`config.mk`:
```
export PLATFORM = sky130hd
export DESIGN_NAME = bp_me_bedrock_cmd_arb
export DESIGN_NICKNAME = d
export VERILOG_FILES = /design/src/rtl/bp_common_pkg.sv /design/src/rtl/bp_me_cmd_arb_id_fifo.sv /design/src/rtl/bp_me_bedrock_cmd_arb.sv
export SDC_FILE = /design/constraint.sdc
export NUM_CORES = 1
export LEC_CHECK = 0
export CELL_PAD_IN_SITES_DETAIL_PLACEMENT = 1
export CELL_PAD_IN_SITES_GLOBAL_PLACEMENT = 2
export CORE_AREA = 2 2 308 310
export CTS_CLUSTER_SIZE = 10
export DETAILED_ROUTE_END_ITERATION = 8
export DIE_AREA = 0 0 310 312
export PLACE_DENSITY_LB_ADDON = 0.1
export SYNTH_ARGS = -nofsm -noshare
export SYNTH_HDL_FRONTEND = slang
export SYNTH_SLANG_ARGS = --single-unit
```
`constraint.sdc`:
```
create_clock -name clk_i -period 3.16 [get_ports clk_i]
set_input_delay 0.474 -clock clk_i [delete_from_list [all_inputs] [get_ports clk_i]]
set_output_delay 0.474 -clock clk_i [all_outputs]
set_load 0.01 [all_outputs]
```
`src/rtl/bp_common_pkg.sv`:
```
// bp_common_pkg: shared cache-engine/BedRock definitions used by the command arbiter
// Provides the arbiter FSM state enum and the stall counter width.
package bp_common_pkg;
    typedef enum logic {e_arb_idle, e_arb_locked} bp_me_cmd_arb_state_e;
    localparam int stall_cnt_width_gp = 32;
endpackage

```
`src/rtl/bp_me_cmd_arb_id_fifo.sv`:
```
// bp_me_cmd_arb_id_fifo: 1-bit requester-id FIFO tracking outstanding transactions
// Ports: clk_i, reset_n_i (async active-low); v_i/data_i push; yumi_i pop;
//        data_o head entry, full_o, empty_o.
// Caller never pushes while full unless popping in the same cycle.
module bp_me_cmd_arb_id_fifo #(
    parameter int els_p = 4
) (
    input  logic clk_i,
    input  logic reset_n_i,
    input  logic v_i,
    input  logic data_i,
    input  logic yumi_i,
    output logic data_o,
    output logic full_o,
    output logic empty_o
);
    localparam int ptr_w = els_p > 1 ? $clog2(els_p) : 1;
    localparam int cnt_w = $clog2(els_p + 1);
    logic [els_p-1:0] mem;
    logic [ptr_w-1:0] rptr, wptr;
    logic [cnt_w-1:0] cnt;
    function automatic logic [ptr_w-1:0] inc(input logic [ptr_w-1:0] p);
        return (p == ptr_w'(els_p - 1)) ? '0 : p + 1'b1;
    endfunction
    always_ff @(posedge clk_i or negedge reset_n_i) begin
        if (!reset_n_i) begin
            rptr <= '0;
            wptr <= '0;
            cnt  <= '0;
        end else begin
            if (v_i) wptr <= inc(wptr);
            if (yumi_i) rptr <= inc(rptr);
            cnt <= cnt + cnt_w'(v_i) - cnt_w'(yumi_i);
        end
    end
    always_ff @(posedge clk_i) begin
        if (v_i) mem[wptr] <= data_i;
    end
    always_comb begin
        data_o  = mem[rptr];
        full_o  = cnt == cnt_w'(els_p);
        empty_o = cnt == '0;
    end
endmodule

```
`src/rtl/bp_me_bedrock_cmd_arb.sv`:
```
// bp_me_bedrock_cmd_arb: 2:1 round-robin BedRock command arbiter with id-ordered response routing
// Ports: clk_i, reset_n_i (async active-low)
//        cmd{0,1}_* requester command streams in, cmd_* merged command stream out
//        rsp_* downstream response stream in, rsp{0,1}_* routed responses out
//        stall{0,1}_cnt_o saturating stall counters, only with BP_ME_CMD_ARB_STALL_CNT_EN
module bp_me_bedrock_cmd_arb
    import bp_common_pkg::*;
#(
    parameter int header_width_p = 64,
    parameter int data_width_p   = 64,
    parameter int id_fifo_els_p  = 4
) (
    input  logic                      clk_i,
    input  logic                      reset_n_i,
    input  logic [header_width_p-1:0] cmd0_header_i,
    input  logic [data_width_p-1:0]   cmd0_data_i,
    input  logic                      cmd0_last_i,
    input  logic                      cmd0_v_i,
    output logic                      cmd0_ready_and_o,
    input  logic [header_width_p-1:0] cmd1_header_i,
    input  logic [data_width_p-1:0]   cmd1_data_i,
    input  logic                      cmd1_last_i,
    input  logic                      cmd1_v_i,
    output logic                      cmd1_ready_and_o,
    output logic [header_width_p-1:0] cmd_header_o,
    output logic [data_width_p-1:0]   cmd_data_o,
    output logic                      cmd_last_o,
    output logic                      cmd_v_o,
    input  logic                      cmd_ready_and_i,
    input  logic [header_width_p-1:0] rsp_header_i,
    input  logic [data_width_p-1:0]   rsp_data_i,
    input  logic                      rsp_last_i,
    input  logic                      rsp_v_i,
    output logic                      rsp_ready_and_o,
    output logic [header_width_p-1:0] rsp0_header_o,
    output logic [data_width_p-1:0]   rsp0_data_o,
    output logic                      rsp0_last_o,
    output logic                      rsp0_v_o,
    input  logic                      rsp0_ready_and_i,
    output logic [header_width_p-1:0] rsp1_header_o,
    output logic [data_width_p-1:0]   rsp1_data_o,
    output logic                      rsp1_last_o,
    output logic                      rsp1_v_o,
    input  logic                      rsp1_ready_and_i
`ifdef BP_ME_CMD_ARB_STALL_CNT_EN
    ,
    output logic [stall_cnt_width_gp-1:0] stall0_cnt_o,
    output logic [stall_cnt_width_gp-1:0] stall1_cnt_o
`endif
);
    bp_me_cmd_arb_state_e state_r, state_n;
    logic owner_r, last_grant_r, gnt, allow, hs, first, pop;
    logic fifo_full, fifo_empty, fifo_head;
    bp_me_cmd_arb_id_fifo #(.els_p(id_fifo_els_p)) id_fifo (
        .clk_i    (clk_i),
        .reset_n_i(reset_n_i),
        .v_i      (first),
        .data_i   (gnt),
        .yumi_i   (pop),
        .data_o   (fifo_head),
        .full_o   (fifo_full),
        .empty_o  (fifo_empty)
    );
    // A full FIFO still admits a new message when a slot frees up in the same cycle.
    // The pop depends only on the response side, so there is no loop through the cmd path.
    always_comb begin
        gnt = (state_r == e_arb_locked) ? owner_r
            : (cmd0_v_i & cmd1_v_i) ? ~last_grant_r : cmd1_v_i;
        allow = reset_n_i & ((state_r == e_arb_locked) | ~fifo_full | pop);
        cmd_header_o = gnt ? cmd1_header_i : cmd0_header_i;
        cmd_data_o = gnt ? cmd1_data_i : cmd0_data_i;
        cmd_last_o = gnt ? cmd1_last_i : cmd0_last_i;
        cmd_v_o = allow & (gnt ? cmd1_v_i : cmd0_v_i);
        cmd0_ready_and_o = allow & ~gnt & cmd_ready_and_i;
        cmd1_ready_and_o = allow & gnt & cmd_ready_and_i;
        hs = cmd_v_o & cmd_ready_and_i;
        first = hs & (state_r == e_arb_idle);
        rsp_ready_and_o = reset_n_i & ~fifo_empty & (fifo_head ? rsp1_ready_and_i : rsp0_ready_and_i);
        rsp0_v_o = reset_n_i & rsp_v_i & ~fifo_empty & ~fifo_head;
        rsp1_v_o = reset_n_i & rsp_v_i & ~fifo_empty & fifo_head;
        pop = rsp_v_i & rsp_ready_and_o & rsp_last_i;
        rsp0_header_o = rsp_header_i;
        rsp0_data_o = rsp_data_i;
        rsp0_last_o = rsp_last_i;
        rsp1_header_o = rsp_header_i;
        rsp1_data_o = rsp_data_i;
        rsp1_last_o = rsp_last_i;
    end
    always_comb begin
        state_n = state_r;
        if (hs) state_n = cmd_last_o ? e_arb_idle : e_arb_locked;
    end
    // last_grant starts at 1 so port 0 wins the first tie.
    always_ff @(posedge clk_i or negedge reset_n_i) begin
        if (!reset_n_i) begin
            state_r      <= e_arb_idle;
            owner_r      <= 1'b0;
            last_grant_r <= 1'b1;
        end else begin
            state_r <= state_n;
            if (first) begin
                owner_r      <= gnt;
                last_grant_r <= gnt;
            end
        end
    end
`ifdef BP_ME_CMD_ARB_STALL_CNT_EN
    always_ff @(posedge clk_i or negedge reset_n_i) begin
        if (!reset_n_i) begin
            stall0_cnt_o <= '0;
            stall1_cnt_o <= '0;
        end else begin
            if (cmd0_v_i & ~cmd0_ready_and_o & ~&stall0_cnt_o) stall0_cnt_o <= stall0_cnt_o + 1'b1;
            if (cmd1_v_i & ~cmd1_ready_and_o & ~&stall1_cnt_o) stall1_cnt_o <= stall1_cnt_o + 1'b1;
        end
    end
`endif
endmodule

```
==> flow_metrics.tcl, run 1 <==
set metrics [dict create \
    status "finished clean" \
    grt_pass1_vias 4545 \
    synth_ff_type "dfrtp_1" \
    yosysTopAreaCellShare_pct 45.0 \
    drt_iter0_markers 59 \
    portBuffers 403 \
    worstPathRequired_ps 2690 \
    path_delay_family "buffers and inverters" \
    ys_async_sr_fraction_pct 71.4 \
    timing.hold.ws_ps 562 \
    drv_cap 0 \
    cp_cell_sequence "clkdlybuf4s50_1 -> a21boi_2 -> buf_4 -> mux2i_4 -> buf_12 -> buf_12 -> mux2_2 -> clkdlybuf4s50_1" \
    cts_max_level 1 \
    dieArea_um2 96700 \
    syn_area_um2 4300 \
    gr-total-overflow 0 \
    cts-root-buf "clkbuf_16" \
    hpwl_um 25900 \
    numClockSinks 14 \
    power_w 0.00439 \
    syn-num-nets 876 \
    io-pin-count 788 \
    ir_drop_uv 146 \
    synth_warnings 0 \
    drive_gt1_share_pct 30.6 \
    core-area_um2 93000 \
    cp-endpoint "cmd_header_o[63]" \
    drtAntennaViolNets 0 \
    fin_skew_ps 5.15 \
    seq_area_frac_synth_pct 8.64 \
    gp_congestion 0.666 \
    fmax_ghz 0.327 \
    cp-startpoint "cmd1_v_i" \
    antenna_found_initial 26 \
    placementRows 112 \
    vias 3885 \
    yosys.cell_count.top_type "buf_4" \
    slowest_stage "clkdlybuf4s50_1" \
    clkSlewWorstSetupHoldPaths_ps 50 \
    crit_type "input port to output pin" \
    groute.usage.overall_pct 5.62 \
    die_w_um 310 \
    start_util_pct 4.62 \
    synthCells 473 \
    tightestPinTransition_ps 519 \
    drcViolationCount 0 \
    power.density_nw_per_um2 524 \
    ctsHoldBuffers 0 \
    die_h_um 312 \
    synthToLayoutAreaGrowth_pct 94.8 \
    slew_headroom_pct 65.0 \
    first_pass_iters 4 \
    worstRegToRegCells 10 \
    post-route-util_pct 9.00 \
    nNetsFinal 1047 \
    cp.depth 8 \
    fillers 11000 \
    grt_pass1_wl_um 37700 \
    vias_per_cell 2.04 \
    p_leak_nw 3.09 \
    clk_latency_ps 250 \
    cts_tree "done" \
    ys_seq_elements 14 \
    hold_viol 0 \
    final_cells 1903 \
    worstReg2RegStart "id_fifo.rptr[0]$_DFFE_PN0P_" \
    critPathLaunchType "input port" \
    synth_cell_types 26 \
    r2r_slack_ps 330 \
    synth_top_cell_by_area "buf_4" \
    cp_max_fo 12 \
    path_buf_inv 5 \
    hold_class "flop to flop" \
    synth_commonest_cells "buf_4, mux2_2, buf_2, dfrtp_1, inv_1" \
    cp.arrival_ps 2580 \
    cts_buffers 3 \
    period_needed_ps 3050 \
    clockBufferDepth 2 \
    synth_edf_count 4 \
    slowest_delay_ps 500 \
    setup_viol 0 \
    place_ws_ps -321 \
    place_inst 1888 \
    slew_viol_final 0 \
    synth_area_leaders "buf_4, mux2_2, dfrtp_1, edfxtp_1, ha_1" \
    grt_max_degree 26 \
    r2r-end "id_fifo.cnt[2]$_DFF_PN0_" \
    end_kind "output pin" \
    syn_area_per_cell_um2 9.09 \
    totalWireLength_um 29100 \
    fin_ws_ps 106 \
    fin_crit_sh_pct 96.7 \
    wl_per_cell_um 15.3 \
]
## registers in the layout, summed over array words and instances (netlist names)
name,cells
id_fifo.mem,4
id_fifo.cnt,3
id_fifo.rptr,2
id_fifo.wptr,2
last_grant_r,1
owner_r,1
state_r,1
## how the worst min path moves through the flow
stage	cells after the start	slack [ps]	from	end
after CTS	1	580	id_fifo.rptr[1]$_DFFE_PN0P_	id_fifo.rptr[1]$_DFFE_PN0P_
after global routing	1	600	id_fifo.rptr[1]$_DFFE_PN0P_	id_fifo.rptr[1]$_DFFE_PN0P_
after floorplan	0	180	reset_n_i	id_fifo.cnt[0]$_DFF_PN0_
after global placement	1	550	id_fifo.rptr[1]$_DFFE_PN0P_	id_fifo.rptr[1]$_DFFE_PN0P_
final	1	560	id_fifo.rptr[1]$_DFFE_PN0P_	id_fifo.rptr[1]$_DFFE_PN0P_
after detailed placement	1	570	id_fifo.rptr[1]$_DFFE_PN0P_	id_fifo.rptr[1]$_DFFE_PN0P_
## what timing repair did
| action | 4_1_cts | 5_1_grt |
|---|---|---|
| endpoints found under the setup margin | 124 | 32 |
| cloned | 1 | 1 |
| resized for setup | 116 | 39 |
| setup buffers | 1 | 2 |
## per-stage QoR
stage	TNS (ps)	instance area (um2)
6_report	0	8380
5_1_grt	-0.0617	8360
4_1_cts	-781	8260
3_5_place_dp	-20080	8210
3_3_place_gp	-26400	8210
2_1_floorplan	0	4300
## power breakdown
part / internal [W] / total (W) / switching (W)
Clock: 0.000193 / 0.000277 / 0.0000846
Sequential: 0.000272 / 0.000362 / 0.0000896
Combinational: 0.00217 / 0.00375 / 0.00158
Total: 0.00263 / 0.00439 / 0.00175
## area by class of cell
class | instances | area [um2] | area share (%)
diodes | 6 | 15.0 | 0.179
clock buffers | 4 | 88.8 | 1.06
inverters | 9 | 33.8 | 0.403
multi-input cells | 177 | 1920 | 22.9
flip-flops and latches | 14 | 373 | 4.45
well taps | 1254 | 1570 | 18.7
repair buffers | 439 | 4380 | 52.3
## cell families after synthesis
kind of cell	synth area share [%]
flops	8.64
mux	36.7
buf+inv	47.4
compound gates	1.25
xor+xnor	0.407
fa+ha+maj	2.50
simple gates	3.08
## cell usage in the layout (no fill, tap or decap), types with 2 or more instances in the layout
cell / count
dfrtp_1: 8
diode_2: 6
mux2_4: 4
buf_12: 4
buf_4: 23
mux2_2: 133
xnor2_1: 2
edfxtp_1: 4
clkdlybuf4s15_1: 6
dlygate4sd2_1: 97
inv_1: 9
nand2_1: 2
a21oi_1: 2
buf_16: 3
ha_1: 7
clkbuf_2: 4
clkdlybuf4s50_1: 275
and2_2: 5
nor3_1: 4
nor2_1: 8
dlymetal6s2s_1: 19
clkbuf_16: 4
buf_6: 6
## per-layer routing
| metal | vias to the layer above | track usage (%) | routed length, um | part of all wire (%) |
|---|---|---|---|---|
| li1 | 1661 | - | - | - |
| met1 | 1655 | 4.70 | 8660 | 30 |
| met2 | 443 | 9.36 | 13400 | 46 |
| met3 | 82 | 5.93 | 6460 | 22 |
| met4 | 44 | 0.604 | 289 | 0.99 |
| met5 | - | 0.495 | 306 | 1.1 |
No activity file was read; power rests on OpenSTA's default activity.
==> run 2, diff against run 1 <==
--- a/config.mk
+++ b/config.mk
@@ -12,6 +12,7 @@
 export DETAILED_ROUTE_END_ITERATION = 8
 export DIE_AREA = 0 0 310 312
 export PLACE_DENSITY_LB_ADDON = 0.1
+export SLEW_MARGIN = 0
 export SYNTH_ARGS = -nofsm -noshare
 export SYNTH_HDL_FRONTEND = slang
 export SYNTH_SLANG_ARGS = --single-unit
==> results of run 2 <==
No change in the layout: final DEF, timing and power equal those of run 1.
